[src/rtl/counter_ctrl_pkg.sv]
// Shared definitions for the counter controller: FSM state encoding and parameter defaults.
package counter_ctrl_pkg;

    localparam int TERM_MAX_DEF = 128;
    localparam int RND_W_DEF    = 4;

    typedef enum logic [1:0] {
        ST_IDLE  = 2'd0,
        ST_RUN   = 2'd1,
        ST_PAUSE = 2'd2,
        ST_DONE  = 2'd3
    } state_e;

endpackage

[src/rtl/counter_ctrl_core.sv]
// counter_core: the Q register. Counts 0..term, then returns to 0 with a one-cycle wrap pulse.
module counter_core #(
    parameter int WIDTH = 8
) (
    input  logic             clk,
    input  logic             clr,
    input  logic             en,
    input  logic [WIDTH-1:0] term,
    output logic [WIDTH-1:0] Q,
    output logic             wrap
);

    // clr beats en so an abort or a fresh start never produces a wrap.
    always_ff @(posedge clk) begin
        if (clr) begin
            Q    <= '0;
            wrap <= 1'b0;
        end else if (en) begin
            if (Q == term) begin
                Q    <= '0;
                wrap <= 1'b1;
            end else begin
                Q    <= Q + 1'b1;
                wrap <= 1'b0;
            end
        end else begin
            wrap <= 1'b0;
        end
    end

endmodule

[src/rtl/counter_ctrl.sv]
// counter_ctrl: run controller (FSM, config registers, round counter) around counter_core.
// Optional macro COUNTER_CTRL_IRQ_EN adds a sticky done interrupt (irq / irq_clr).
module counter_ctrl
    import counter_ctrl_pkg::*;
#(
    parameter int WIDTH    = 8,
    parameter int TERM_MAX = TERM_MAX_DEF,
    parameter int RND_W    = RND_W_DEF
) (
    input  logic             clk,
    input  logic             rst,
    input  logic             cfg_valid,
    output logic             cfg_ready,
    input  logic [WIDTH-1:0] cfg_term,
    input  logic [RND_W-1:0] cfg_rounds,
    input  logic             start,
    input  logic             pause,
    input  logic             abort,
    output logic             busy,
    output logic [WIDTH-1:0] Q,
    output logic             wrap,
`ifdef COUNTER_CTRL_IRQ_EN
    input  logic             irq_clr,
    output logic             irq,
`endif
    output logic             done,
    output logic [1:0]       state_dbg
);

    // Handshake: a config word is taken on any edge where cfg_valid && cfg_ready (only in IDLE).
    localparam logic [WIDTH-1:0] TERM_CLAMP = WIDTH'(TERM_MAX);

    state_e           state, state_nxt;
    logic [WIDTH-1:0] term_r;
    logic [RND_W-1:0] rounds_r;
    logic [RND_W-1:0] rnd_cnt;
    logic             cfg_fire, launch, running, cnt_en, at_term, last_wrap, core_clr;

    assign cfg_ready = (state == ST_IDLE);
    assign busy      = (state != ST_IDLE);
    assign done      = (state == ST_DONE);
    assign state_dbg = state;

    assign cfg_fire  = cfg_valid && cfg_ready;
    assign launch    = start && cfg_ready;
    assign running   = (state == ST_RUN) || (state == ST_PAUSE);
    assign cnt_en    = running && !abort && !pause;
    assign at_term   = (Q == term_r);
    // rnd_cnt == 0 means run forever, so only a count of 1 can finish a run.
    assign last_wrap = cnt_en && at_term && (rnd_cnt == RND_W'(1));
    assign core_clr  = rst || launch || (running && abort);

    always_comb begin
        state_nxt = state;
        case (state)
            ST_IDLE:           if (launch) state_nxt = ST_RUN;
            ST_RUN, ST_PAUSE: begin
                if (abort)          state_nxt = ST_IDLE;
                else if (pause)     state_nxt = ST_PAUSE;
                else if (last_wrap) state_nxt = ST_DONE;
                else                state_nxt = ST_RUN;
            end
            ST_DONE:           state_nxt = ST_IDLE;
            default:           state_nxt = ST_IDLE;
        endcase
    end

    always_ff @(posedge clk) begin
        if (rst) begin
            state    <= ST_IDLE;
            term_r   <= TERM_CLAMP;
            rounds_r <= '0;
            rnd_cnt  <= '0;
        end else begin
            state <= state_nxt;
            if (cfg_fire) begin
                term_r   <= (cfg_term > TERM_CLAMP) ? TERM_CLAMP : cfg_term;
                rounds_r <= cfg_rounds;
            end
            // A config taken on the launch edge applies to that same run.
            if (launch)
                rnd_cnt <= cfg_fire ? cfg_rounds : rounds_r;
            else if (cnt_en && at_term && (rnd_cnt != '0))
                rnd_cnt <= rnd_cnt - 1'b1;
        end
    end

`ifdef COUNTER_CTRL_IRQ_EN
    always_ff @(posedge clk) begin
        if (rst)          irq <= 1'b0;
        else if (done)    irq <= 1'b1;
        else if (irq_clr) irq <= 1'b0;
    end
`endif

    counter_core #(.WIDTH(WIDTH)) u_core (
        .clk  (clk),
        .clr  (core_clr),
        .en   (cnt_en),
        .term (term_r),
        .Q    (Q),
        .wrap (wrap)
    );

endmodule

[config.mk]
export PLATFORM = sky130hd
export DESIGN_NAME = counter_ctrl
export DESIGN_NICKNAME = d
export VERILOG_FILES = /design/src/rtl/counter_ctrl_pkg.sv /design/src/rtl/counter_ctrl_core.sv /design/src/rtl/counter_ctrl.sv
export SDC_FILE = /design/constraint.sdc
export NUM_CORES = 1
export LEC_CHECK = 0
export ABC_AREA = 1
export CAP_MARGIN = 20
export CORE_ASPECT_RATIO = 1.25
export CORE_MARGIN = 1
export CORE_UTILIZATION = 25
export DETAILED_ROUTE_END_ITERATION = 12
export PLACE_DENSITY = 0.46
export SKIP_CTS_REPAIR_TIMING = 1
export SYNTH_ARGS = -nofsm -noshare
export SYNTH_HDL_FRONTEND = slang
export SYNTH_SLANG_ARGS = --single-unit
[constraint.sdc]
create_clock -name clk -period 1.9 [get_ports clk]
set_input_delay 0.19 -clock clk [delete_from_list [all_inputs] [get_ports clk]]
set_output_delay 0.19 -clock clk [all_outputs]
set_load 0.03 [all_outputs]
## Word-level counts from Yosys, hierarchy flattened

Index checks and enable logic that the tools add are counted.

- Bits in registers: 27
- Bits in latches: 0
- Bits in writable memories: 0
- Bits in read-only memories: 0
- Input port bits: 18
- Logic and storage cells: 46
- Memories: 0

- Add/subtract/negate cells: 2
- $mul: 0
- Divide/modulo/power cells: 0
- Order comparisons: 1
- Equal/unequal tests: 6
- Shifts and indexed selects: 0
- Multiplexer cells: 11
- Bitwise operators: 1
- Reductions and logical operators: 19

Operators with widths:

| cell | count |
|---|---|
| two-way mux 8 bit | 2 |
| two-way mux 4 bit | 3 |
| adder 8 x 1 -> 8 bit (second input constant) | 1 |
| == test 8 bit | 1 |
| > comparator 8 bit (second input constant) | 1 |
| logical AND 1 bit | 8 |
| two-way mux 2 bit | 4 |
| case mux 2 bit (3 select lines) | 1 |
| == test 2 bit (second input constant) | 2 |
| == test 4 x 1 -> 1 bit (second input constant) | 1 |
| nonzero test 2 bit | 2 |
| nonzero test 4 bit | 1 |
| OR reduction 2 bit | 2 |
| subtractor 4 x 1 -> 4 bit (second input constant) | 1 |
| logical OR 1 bit | 3 |
| == test 2 x 1 -> 1 bit (second input constant) | 1 |
| logical NOT 1 bit | 2 |
| logical NOT 2 bit | 1 |
| inequality test 2 x 1 -> 1 bit (second input constant) | 1 |
| two-way mux 1 bit | 1 |
| inverter 1 bit | 1 |

## Longest topological paths before layout

- Depth in word-level cells: 10
- Depth in mapped cells: 10

## By module

A second synthesis with hierarchy kept.

- Cell total of the unflattened synthesis: 219
- Area, all modules: 1590.3 µm²

Modules (own cells, without submodules):

| module | instances | cells an instance | area an instance (µm²) | sequential area each (µm²) |
|---|---|---|---|---|
| counter_ctrl | 1 | 144 | 1058.5 | 360.3 |
| counter_core | 1 | 75 | 531.8 | 180.2 |

## Least setup slack after synthesis

OpenSTA, ideal clock, no wires.

- Path kind: reg2reg
- From: register state[0] (netlist: state_dbg[0])
- To: register rnd_cnt[3]
- Arrival: 1750 ps
- Setup slack: 37 ps
- Cell stages (with the launch flop): 11
- Buffers on the path: 1
- Clock period less this slack: 1863 ps
- Cells stage by stage: dfxtp_1 > inv_1 > ha_1 > nand2_1 > buf_4 > mux2i_1 > nor2_1 > nor2_1 > nand2_1 > nand2_1 > nor2_1

RTL lines:

| element | RTL line | RTL |
|---|---|---|
| from (decl) | counter_ctrl.sv:33 | `state_e state, state_nxt;` |
| from (signal assigned) | counter_ctrl.sv:75 | `state <= state_nxt;` |
| logical NOT 2 bit (*) | counter_ctrl.sv:39 | `assign cfg_ready = (state == ST_IDLE);` |
| net cfg_ready | counter_ctrl.sv:13 | `output logic cfg_ready,` |
| logical AND 1 bit | counter_ctrl.sv:44 | `assign cfg_fire = cfg_valid && cfg_ready;` |
| two-way mux 4 bit | - |  |
| two-way mux 4 bit | counter_ctrl.sv:81 | `if (launch)` |
| to (signal assigned) | counter_ctrl.sv:82 | `rnd_cnt <= cfg_fire ? cfg_rounds : rounds_r;` |
| to (signal assigned) | counter_ctrl.sv:84 | `rnd_cnt <= rnd_cnt - 1'b1;` |
| to (decl) | counter_ctrl.sv:36 | `logic [RND_W-1:0] rnd_cnt;` |

The timed path passes the listed nets; every way through them passes the cells marked *.
A chain may end at the register's enable or synchronous reset.

## Worst setup path in the final report

- From: register state[0] (netlist: state_dbg[0])
- To: register rnd_cnt[1]

- Word-level cells in the longest chain between the ends: 7

Ends and longest elaborated chain:

| element | RTL line | RTL |
|---|---|---|
| == test 2 x 1 -> 1 bit or == test 2 bit (tied branches) | counter_ctrl.sv:46 | `assign running = (state == ST_RUN) \|\| (state == ST_PAUSE);` |
| logical OR 1 bit | counter_ctrl.sv:46 |  |
| logical AND 1 bit (2 in a row) | counter_ctrl.sv:47 | `assign cnt_en = running && !abort && !pause;` |
| logical AND 1 bit (2 in a row) | counter_ctrl.sv:83 | `else if (cnt_en && at_term && (rnd_cnt != '0))` |
| nonzero test 2 bit (no line) | - |  |

Several ways; a longest one is shown, not always the timed one.

==> run_results.csv <==
group,metric,value,unit
worst_setup_path,ff2ff_path_depth,9,
worst_setup_path,crit_arrival,1960,ps
timing,hold_viol,0,
hold_path,hold-path-endpoint,"term_r[3]$_SDFFE_PP0P_",
floorplan,dieWidth,70.3,um
global_routing,antenna_found_initial,0,
worst_setup_path,crit_slowest_cell,"dfxtp_1",
worst_setup_path,crit_path_frequent_cell,"nand2_1",
worst_setup_path,r2r_end,"rnd_cnt[1]$_SDFFE_PP0P_",
worst_setup_path,cp_max_fo,6,
floorplan,die_h,87.4,um
cells_and_area,layout.nets,244,
hold_path,hold_class,"primary input to flop",
cells_and_area,design_area,1910,um2
floorplan,rows,30,
yosys,synth_area_leaders,"dfxtp_1 37%, nand2_1 8.7%, nor2_1 5.7%",
yosys,postSynthCellCount,184,
pwr,power_per_cell_area,715,nW/um2
timing,fin_crit_sh,91.5,%
placed_design,place_congestion,0.779,
detailed_routing,ant_nets,0,
outcome,status,"finished, final reports clean",
worst_setup_path,r2r_slack,160,ps
yosys,synth_edf_count,0,
yosys,ys_seq_area_share,37.0,%
global_routing,grt_max_degree,18,
placed_design,dp_hpwl,2760,um
timing,fmax,575,MHz
detailed_routing,route.detailed.drc,0,
pwr,p_leak,0.000784,uW
worst_setup_path,timing.rr.start,"state_dbg[0]$_SDFFE_PP0P_",
worst_setup_path,start_kind,"flop",
clock_tree,cts_buffer_depth,2,
timing,finalCriticalPeriod,1740,ps
detailed_routing,routedWlPerCell,12.0,um
floorplan,die_area,6150,um2
cells_and_area,layout-drive-gt1-share,15.5,%
clock_tree,clkSinkCount,27,
floorplan,core-area,5520,um2
yosys,avgSynthCellArea,7.93,um2
clock_tree,clockRootBuffer,"clkbuf_8",
yosys,yosysWarnings,0,
cells_and_area,antennaDiodeCount,0,
timing,rsz0062_at_grt,"no",
detailed_routing,viasPerCell,4.40,
timing,final-max-slew-violation-count,0,
yosys,syn_nets,207,
timing,finalSetupViolCount,0,
worst_setup_path,cp_slowest_stage_delay,360,ps
yosys,synth_cell_types,38,
floorplan,start_util,26.4,%
yosys,ys_async_sr_fraction,0,%
pwr,ir_drop,0.306,mV
worst_setup_path,endpoint_kind,"flop",
clock_tree,cts.reportedPaths.clkPinSlew,110,ps
global_routing,grt_pass1_vias,1214,
clock_tree,h-tree-depth,1,
yosys,ys.flop_type,"dfxtp_1",
flow_run,max-cap-violations,0,
cells_and_area,num-fill-cells,580,
timing,max_slew_margin,74.6,%
hold_path,hold_depth,3,
clock_tree,cts_made_buffers,3,
yosys,netlist_area,1460,um2
detailed_routing,vias,1249,
timing,tns,0,ps
clock_tree,cts_tree,"yes",
global_routing,grt_pass1_wl,5770,um
detailed_routing,drt_pass1_iterations,4,
floorplan,ios,32,
placed_design,dp_slack,186,ps
yosys,ys_ff_latch,27,
placed_design,portBuffers,31,
timing,worst-slew-pin-transition,377,ps
cells_and_area,syn_to_final_growth,31.1,%
detailed_routing,routed_wl,3400,um
yosys,yosysTopAreaCell,"dfxtp_1",
clock_tree,worst_skew_pair.late_latency,280,ps
global_routing,track_usage,11.9,%
placed_design,placed_area,1860,um2
worst_setup_path,crit_type,"flop to flop",
hold_path,hp-start,"cfg_term[3]",
timing,skew,6.06,ps
detailed_routing,drt_first_iter_violations,38,
timing,fin_ws,162,ps
yosys,yosys.area.top_type_share,37.0,%
worst_setup_path,cp_cell_sequence,"inv_1 -> ha_1 -> nand2_1 -> or2_0 -> o21ai_1 -> mux2_1 -> nand2_1 -> nand2_1 -> nor2_1",
worst_setup_path,required,2120,ps
global_routing,gr-total-overflow,0,
[synth_stat cells, types with 3 or more instances]
library cell  number
a21oi_1            8
dfxtp_1           27
ha_1               5
inv_1             15
inv_2              5
mux2i_1            3
nand2_1           34
nand3_1            6
nand3_2            3
nor2_1            22
nor2_2             5
nor2_4             3
nor3_1             3
o21ai_0            7
o21ai_1            3
xnor2_1            3
xor2_1             8
[worst max-delay path, delay by kind of cell, from the launching register on]
kind                     cells  cell delay (ps)
flip-flops                   1              360
multiplexers                 1              300
adder cells (fa/ha/maj)      1              270
AO/OA/AOI/OAI                1               90
buffers and inverters        1               60
AND/OR/NAND/NOR              5              600
[state kept, by name, indices dropped and copies added, names as in the netlist]
register,cells
rounds_r,4
u_core.Q,8
u_core.wrap,1
term_r,8
rnd_cnt,4
state_dbg,2
[cells by family after synthesis]
group | Yosys count | share of synthesized area [%]
buf+inv | 25 | 7.38
xor+xnor | 11 | 6.60
fa+ha+maj | 5 | 4.29
flops | 27 | 37.0
simple gates | 86 | 31.0
mux | 4 | 2.83
compound gates | 26 | 10.9
[per-layer routing]
metal | global-route usage [%] | part of all wire, % | wire [um] | up-vias
met2 | 21.0 | 51 | 1740 | 12
met5 | 0 | 0 | 0 | -
met4 | 3.82 | 0.85 | 29 | 0
met3 | 1.85 | 1.9 | 63 | 2
met1 | 14.6 | 46 | 1570 | 571
li1 | - | - | - | 664
[layout make-up]
class | instances | area [um2] | share of cell area (%)
multi-input combinational | 132 | 811 | 42.4
sequential | 27 | 541 | 28.3
clock inverter | 1 | 8.76 | 0.458
clock buffer | 3 | 41.3 | 2.16
tap | 64 | 80.1 | 4.19
timing repair buffer | 36 | 353 | 18.4
inverter | 21 | 78.8 | 4.12
[per-stage QoR]
step | cells | power [uW] | util, % | hold WS, ps
after floorplan | 184 | 907 | - | 332
after global placement | 280 | 1030 | 33.7 | 470
after CTS | 284 | 1390 | 34.6 | 494
after detailed placement | 280 | 1030 | 33.7 | 469
final | 284 | 1370 | 34.7 | 492
after global routing | 284 | 1460 | 34.7 | 505
[where the power goes]
part,leakage [uW],total (uW),internal (uW),switching [uW]
clock network,0.0000261,359,154,205
registers,0.000221,635,608,26.9
logic,0.000537,375,160,215
[worst max-delay path by stage]
stage               slack [ps]  cells after the start                  endpoint                 startpoint
floorplan                   40                     10   rnd_cnt[3]$_SDFFE_PP0P_  state_dbg[0]$_SDFFE_PP0P_
global placement           200                      6  u_core.Q[5]$_SDFFE_PP0N_  state_dbg[0]$_SDFFE_PP0P_
detailed placement         190                      9   rnd_cnt[1]$_SDFFE_PP0P_  state_dbg[0]$_SDFFE_PP0P_
CTS                        -40                      4                      busy  state_dbg[0]$_SDFFE_PP0P_
global route                10                      9  u_core.Q[7]$_SDFFE_PP0N_  state_dbg[1]$_SDFFE_PP0P_
finish                     160                      9   rnd_cnt[1]$_SDFFE_PP0P_  state_dbg[0]$_SDFFE_PP0P_
[cell usage in the layout, fill, tap and decap left out, types with 2 or more instances in the layout]
cell             count
clkbuf_8             3
a211oi_1             2
o21ai_0              7
a21oi_1              8
clkdlybuf4s50_1     29
buf_4                5
nor2_2               5
inv_2                5
xnor2_1              3
nand3_1              6
ha_1                 5
nor2_4               3
mux2i_1              3
dfxtp_1             27
a21oi_2              2
nand2_1             34
inv_1               15
xor2_1               8
o21ai_1              3
nor3_1               3
nand3_2              3
nor2_1              22
dlymetal6s2s_1       2
No activity file was read; power rests on OpenSTA's default activity.
